===== src/rtl/riscv_pkg.sv =====
// riscv_pkg: RV32I opcode/func constants and the decoded ALU command type
package riscv_pkg;
  localparam logic [6:0] OPC_OP     = 7'b0110011;
  localparam logic [6:0] OPC_OP_IMM = 7'b0010011;
  localparam logic [6:0] OPC_LUI    = 7'b0110111;
  localparam logic [6:0] OPC_AUIPC  = 7'b0010111;
  localparam logic [2:0] F3_ADD  = 3'b000;
  localparam logic [2:0] F3_SLL  = 3'b001;
  localparam logic [2:0] F3_SLT  = 3'b010;
  localparam logic [2:0] F3_SLTU = 3'b011;
  localparam logic [2:0] F3_XOR  = 3'b100;
  localparam logic [2:0] F3_SR   = 3'b101;
  localparam logic [2:0] F3_OR   = 3'b110;
  localparam logic [2:0] F3_AND  = 3'b111;
  localparam logic [6:0] F7_BASE = 7'b0000000;
  localparam logic [6:0] F7_ALT  = 7'b0100000;
  typedef struct packed {
    logic [31:0] operand1;
    logic [31:0] operand2;
    logic [2:0]  func3;
    logic        subsra;
    logic [4:0]  rd;
    logic        wr_en;
    logic        illegal;
  } alu_cmd_t;
endpackage


===== src/rtl/imm_gen.sv =====
// imm_gen: sign-extended I-type and U-type immediates from the upper instruction bits
module imm_gen (
  input  logic [31:12] instr,
  output logic [31:0]  imm_i,
  output logic [31:0]  imm_u
);
  assign imm_i = {{20{instr[31]}}, instr[31:20]};
  assign imm_u = {instr[31:12], 12'b0};
endmodule


===== src/rtl/alu_decode_stage.sv =====
// alu_decode_stage: one-entry decode stage producing registered ALU commands
module alu_decode_stage
  import riscv_pkg::*;
#(
  parameter int CNT_W = 32
) (
  input  logic             clk,
  input  logic             rst,
  input  logic             flush,
  input  logic             in_valid,
  output logic             in_ready,
  input  logic [31:0]      in_instr,
  input  logic [31:0]      in_pc,
  output logic [4:0]       rs1_addr,
  output logic [4:0]       rs2_addr,
  input  logic [31:0]      rs1_data,
  input  logic [31:0]      rs2_data,
  output logic             out_valid,
  input  logic             out_ready,
  output logic [31:0]      operand1,
  output logic [31:0]      operand2,
  output logic [2:0]       func3,
  output logic             subsra,
  output logic [4:0]       rd,
  output logic             wr_en,
  output logic             illegal,
  output logic [CNT_W-1:0] dec_count
);
  alu_cmd_t dec, cmd;
  logic [31:0] imm_i, imm_u;
  logic [6:0] opc, f7;
  logic [2:0] f3;
  logic shift, legal;
  imm_gen u_imm (.instr(in_instr[31:12]), .imm_i(imm_i), .imm_u(imm_u));
  assign opc = in_instr[6:0];
  assign f3 = in_instr[14:12];
  assign f7 = in_instr[31:25];
  assign shift = f3 == F3_SLL || f3 == F3_SR;
  assign rs1_addr = in_instr[19:15];
  assign rs2_addr = in_instr[24:20];
  assign in_ready = !out_valid || out_ready;
  // decode the presented instruction; illegal encodings collapse to a zeroed trap command
  always_comb begin
    dec = '0;
    dec.rd = in_instr[11:7];
    legal = 1'b0;
    case (opc)
      OPC_OP: begin
        legal = f7 == F7_BASE || (f7 == F7_ALT && (f3 == F3_ADD || f3 == F3_SR));
        dec.operand1 = rs1_data;
        dec.operand2 = shift ? {27'b0, rs2_data[4:0]} : rs2_data;
        dec.func3 = f3;
        dec.subsra = in_instr[30];
      end
      OPC_OP_IMM: begin
        legal = f3 == F3_SLL ? f7 == F7_BASE : f3 == F3_SR ? (f7 == F7_BASE || f7 == F7_ALT) : 1'b1;
        dec.operand1 = rs1_data;
        dec.operand2 = shift ? {27'b0, in_instr[24:20]} : imm_i;
        dec.func3 = f3;
        dec.subsra = f3 == F3_SR && in_instr[30];
      end
      OPC_LUI: begin
        legal = 1'b1;
        dec.operand2 = imm_u;
      end
      OPC_AUIPC: begin
        legal = 1'b1;
        dec.operand1 = in_pc;
        dec.operand2 = imm_u;
      end
      default: legal = 1'b0;
    endcase
    if (!legal) begin
      dec.operand1 = '0;
      dec.operand2 = '0;
      dec.func3 = F3_ADD;
      dec.subsra = 1'b0;
    end
    dec.illegal = !legal;
    dec.wr_en = legal && dec.rd != 5'd0;
  end
  // output register: loads on accept, holds under backpressure, flush drops the entry
  always_ff @(posedge clk) begin
    if (rst) begin
      cmd <= '0;
      out_valid <= 1'b0;
      dec_count <= '0;
    end else if (flush) begin
      out_valid <= 1'b0;
    end else if (in_ready) begin
      out_valid <= in_valid;
      if (in_valid) begin
        cmd <= dec;
        dec_count <= dec_count + CNT_W'(1);
      end
    end
  end
  assign operand1 = cmd.operand1;
  assign operand2 = cmd.operand2;
  assign func3 = cmd.func3;
  assign subsra = cmd.subsra;
  assign rd = cmd.rd;
  assign wr_en = cmd.wr_en;
  assign illegal = cmd.illegal;
endmodule

===== config.mk =====
export PLATFORM = sky130hd
export DESIGN_NAME = alu_decode_stage
export DESIGN_NICKNAME = d
export VERILOG_FILES = /design/src/rtl/riscv_pkg.sv /design/src/rtl/imm_gen.sv /design/src/rtl/alu_decode_stage.sv
export SDC_FILE = /design/constraint.sdc
export NUM_CORES = 1
export LEC_CHECK = 0
export ABC_AREA = 1
export CAP_MARGIN = 40
export CORE_ASPECT_RATIO = 0.8
export CORE_MARGIN = 1
export CORE_UTILIZATION = 44
export DETAILED_ROUTE_END_ITERATION = 12
export PLACE_DENSITY = 0.89
export SYNTH_ARGS = -nofsm -noshare
export SYNTH_HDL_FRONTEND = slang
export SYNTH_HIERARCHICAL = 1
export SYNTH_SLANG_ARGS = --single-unit

===== constraint.sdc =====
create_clock -name clk -period 2.1 [get_ports clk]
set_input_delay 0.315 -clock clk [delete_from_list [all_inputs] [get_ports clk]]
set_output_delay 0.315 -clock clk [all_outputs]
set_load 0.02 [all_outputs]

==> impl_table.tex <==
\begin{tabular}{lr}
\hline
Metric & Value \\
\hline
\multicolumn{2}{l}{\textbf{Synthesis}} \\
Sequential element share of the synthesized area & 0.338 \\
Instance count of the mapped netlist & 988 \\
Number of enable flip-flop cells after synthesis & 0 \\
Synthesized area per cell & 6.47 µm² \\
Number of synthesized register bits & 108 \\
Syn. warnings & 6 \\
Post-synth ARST share & 0 \\
Synth Cell Area & 6400 µm² \\
Number of different library cells in the post-synthesis netlist & 33 \\
Most common cell in the synthesized netlist & nand2\_1 \\
Cell type with the highest aggregate area in the netlist & dfxtp\_1 \\
Main synth FF type & dfxtp\_1 \\
Largest cells by area after synthesis & dfxtp\_1, nand2\_1, buf\_4, nor2\_1, nand4\_1 \\
Fraction of post-synthesis cell area in the top cell type by area & 0.338 \\
List of most frequent post-synthesis cells & nand2\_1, nor2\_1, dfxtp\_1 \\
\multicolumn{2}{l}{\textbf{Placement}} \\
Total instance count after detailed placement & 1,349 \\
Pre-CTS WS & 0.000175 ns \\
Placer Congestion & 0.920 \\
Half-perimeter wire length after placement & 14,700 µm \\
Buffers added on ports & 251 \\
Placed cell area & 8800 µm² \\
\multicolumn{2}{l}{\textbf{Timing}} \\
Number of setup violations in the final report & 0 \\
Max Clk Rate & 536 MHz \\
Worst Clk Skew & 0.00801 ns \\
Setup repair after global routing missed its margin & false \\
Crit share post-route & 0.888 \\
Setup TNS & 0 ns \\
Final period demand of the worst path & 1.86 ns \\
Count of pins over their slew limit & 0 \\
Worst-case setup margin in the final layout & 0.235 ns \\
Number of failing hold endpoints at the final stage & 0 \\
\multicolumn{2}{l}{\textbf{Critical path}} \\
End point of the critical path & dec\_count[22] \\
Highest fanout seen on the critical path & 5 \\
CP Capture Type & flip-flop \\
Critical path origin & dec\_count[1] \\
Worst path slowest cell & dfxtp\_1 \\
Critical Path RT & 2.35 ns \\
Max incr delay on CP & 0.40 ns \\
Crit Path Category & reg -> reg \\
Worst r2r src & dec\_count[1] \\
CP arrival & 2.12 ns \\
Register-to-register setup slack & 0.24 ns \\
Capture point of the worst reg-to-reg path & dec\_count[22] \\
Cell breakdown of the critical path & ha\_1 -> inv\_1 -> nor2\_1 -> inv\_1 -> nor2\_1 -> inv\_1 -> nor2\_1 -> nand2\_1 -> nor2\_1 -> nand2\_1 -> nor2\_1 -> nor2\_1 \\
Element type at the critical path start & flip-flop \\
Most frequent cell on the critical path & nor2\_1 \\
Worst reg-to-reg path cell count & 12 \\
\multicolumn{2}{l}{\textbf{GRT}} \\
Pin count of the biggest net entering global routing & 48 \\
First-pass GRT wire length & 30,600 µm \\
GR Util All Layers & 0.260 \\
Via count of the first global-routing pass & 6,335 \\
Aggregate global routing overflow & 0 \\
Antenna violations before repair & 0 \\
\multicolumn{2}{l}{\textbf{CTS}} \\
Buffers from clock root to sink, at most & 2 \\
Total number of H-tree levels & 3 \\
Post-CTS setup buffers & 0 \\
TritonCTS clock tree & built \\
Hold\_buf cts & 0 \\
Root buffer cell & clkbuf\_16 \\
Sink Count & 108 \\
Number of CTS-inserted buffers & 9 \\
Reg clk slew, reported paths & 0.08 ns \\
Worst skew pair latency & 0.35 ns \\
Gates resized, CTS repair & 0 \\
\multicolumn{2}{l}{\textbf{Finish}} \\
Inserted Diodes & 0 \\
\# nets final & 1,310 \\
Area added between synthesis and finish & 42.3\% \\
Layout Cells excl Fill & 1,365 \\
Layout cell share with drive strength beyond 1 & 0.0804 \\
Final standard cell area without fillers & 9100 µm² \\
\multicolumn{2}{l}{\textbf{Detailed routing}} \\
Vias & 7,002 \\
Initial drt markers & 490 \\
Routed Antenna Nets & 0 \\
DR vias/cell & 5.13 \\
Top routing layer in use & met4 \\
Number of design rule violations left after detail routing & 0 \\
DR WL met3 & 1790 µm \\
Routed Wire Length & 19,700 µm \\
Wire length the detailed router placed on met1 & 8430 µm \\
Routed wire length on met2 & 8850 µm \\
Average wire per cell in the routed design & 14.4 µm \\
Pre-Repair DR Iteration Count & 5 \\
\multicolumn{2}{l}{\textbf{Floorplanning}} \\
Initial standard-cell utilization of the core & 0.449 \\
IO Count & 252 \\
Overall die width & 137 µm \\
Die Span Y & 110 µm \\
Area of the die & 15,000 µm² \\
Number of placement rows & 39 \\
Area of the core region & 14,200 µm² \\
\multicolumn{2}{l}{\textbf{Power and ir drop}} \\
IR Drop Worst-Case VDD & 0.488 mV \\
Final Total Pwr & 0.00456 W \\
Leakage power figure & 3.61 nW \\
Power density over the cells & 501 nW/µm² \\
\multicolumn{2}{l}{\textbf{Run status}} \\
Outcome & finished, final reports clean \\
\multicolumn{2}{l}{\textbf{Hold path}} \\
Min-delay worst type & reg -> reg \\
\multicolumn{2}{l}{\textbf{Run}} \\
Max-Cap Viols & 0 \\
\hline
\end{tabular}
[flip-flops by register name, indices dropped and copies added (netlist names)]
| signal | count |
|---|---|
| operand2 | 32 |
| dec_count | 32 |
| rd | 5 |
| illegal | 1 |
| func3 | 3 |
| operand1 | 32 |
| wr_en | 1 |
| subsra | 1 |
| out_valid | 1 |
[metal layers]
layer	GRT usage	vias up
li1	-	3504
met1	0.328	3175
met2	0.410	279
met3	0.0816	44
met4	0.109	0
met5	0	-
[power by group]
| group | internal, W | switching (W) | total (W) | leakage, nW |
|---|---|---|---|---|
| sequential | 0.00208 | 0.0000171 | 0.00209 | 0.873 |
| clock | 0.000908 | 0.000802 | 0.00171 | 0.141 |
| combinational | 0.000401 | 0.000355 | 0.000757 | 2.59 |
[worst min-delay path by stage]
| stage | start | to | slack, ns | cells after the start |
|---|---|---|---|---|
| 4_1_cts | func3[0] | func3[0] | 0.48 | 2 |
| 2_1_floorplan | flush | out_valid | 0.39 | 1 |
| 3_3_place_gp | func3[0] | func3[0] | 0.46 | 2 |
| 5_1_grt | func3[1] | func3[1] | 0.49 | 2 |
| 3_5_place_dp | func3[0] | func3[0] | 0.47 | 2 |
| 6_report | func3[0] | func3[0] | 0.47 | 2 |
[cells in the final DEF (no fill, tap or decap)]
master | Yosys | final
nand2_1 | 293 | 291
buf_4 | 75 | 31
mux2i_1 | 15 | 15
nor3_1 | 4 | 4
o21ai_0 | 16 | 16
nor3b_1 | 1 | 1
or2_2 | 17 | 17
nor2_2 | 13 | 15
clkdlybuf4s50_1 | 0 | 251
nand4_1 | 77 | 77
a211oi_1 | 1 | 1
o21ai_1 | 1 | 1
nand3_1 | 56 | 56
clkbuf_16 | 0 | 9
clkbuf_8 | 0 | 3
buf_12 | 0 | 9
nor2_1 | 148 | 146
o21bai_1 | 1 | 1
nor3_4 | 1 | 1
clkinvlp_4 | 0 | 2
ha_1 | 1 | 1
clkinv_1 | 3 | 2
nand3b_1 | 5 | 5
conb_1 | 1 | 12
inv_2 | 1 | 2
xor2_1 | 1 | 1
nor4_1 | 1 | 1
clkinv_4 | 0 | 2
dfxtp_1 | 108 | 108
a21oi_1 | 53 | 53
xnor2_1 | 1 | 1
a31oi_1 | 1 | 1
inv_1 | 41 | 41
nand2_2 | 1 | 3
nor2_4 | 1 | 1
[metrics by stage]
step	hold slack, ns	utilization
2_1_floorplan	0.393	-
4_1_cts	0.477	0.639
3_3_place_gp	0.456	0.618
6_report	0.469	0.639
3_5_place_dp	0.467	0.618
5_1_grt	0.490	0.639
[final cells by class]
cell class / count / area [µm²]
well taps: 184 / 230
clock buffers: 12 / 267
flip-flops and latches: 108 / 2160
clock inverters: 4 / 32.5
fillers: 1264 / 5150
multi-input cells: 721 / 3320
inverters: 45 / 169
repair buffers: 291 / 2930
[logic make-up after synthesis]
family                     Yosys count  synth area share
AOI/OAI and AO/OA                   73            0.0581
xor gates and xnor gates             2           0.00274
adders and majority gates            1           0.00196
buffers and inverters              170             0.151
other                                1          0.000586
DFF                                108             0.338
and+or+nand+nor                    618             0.424
muxes                               15            0.0235
[worst max-delay path: cells and delay by family (launching register included)]
family / cells / cell delay, ns
simple gates: 8 / 0.89
flops: 1 / 0.40
fa+ha+maj: 1 / 0.23
buf+inv: 3 / 0.25
(Power assumes the default switching activity.)
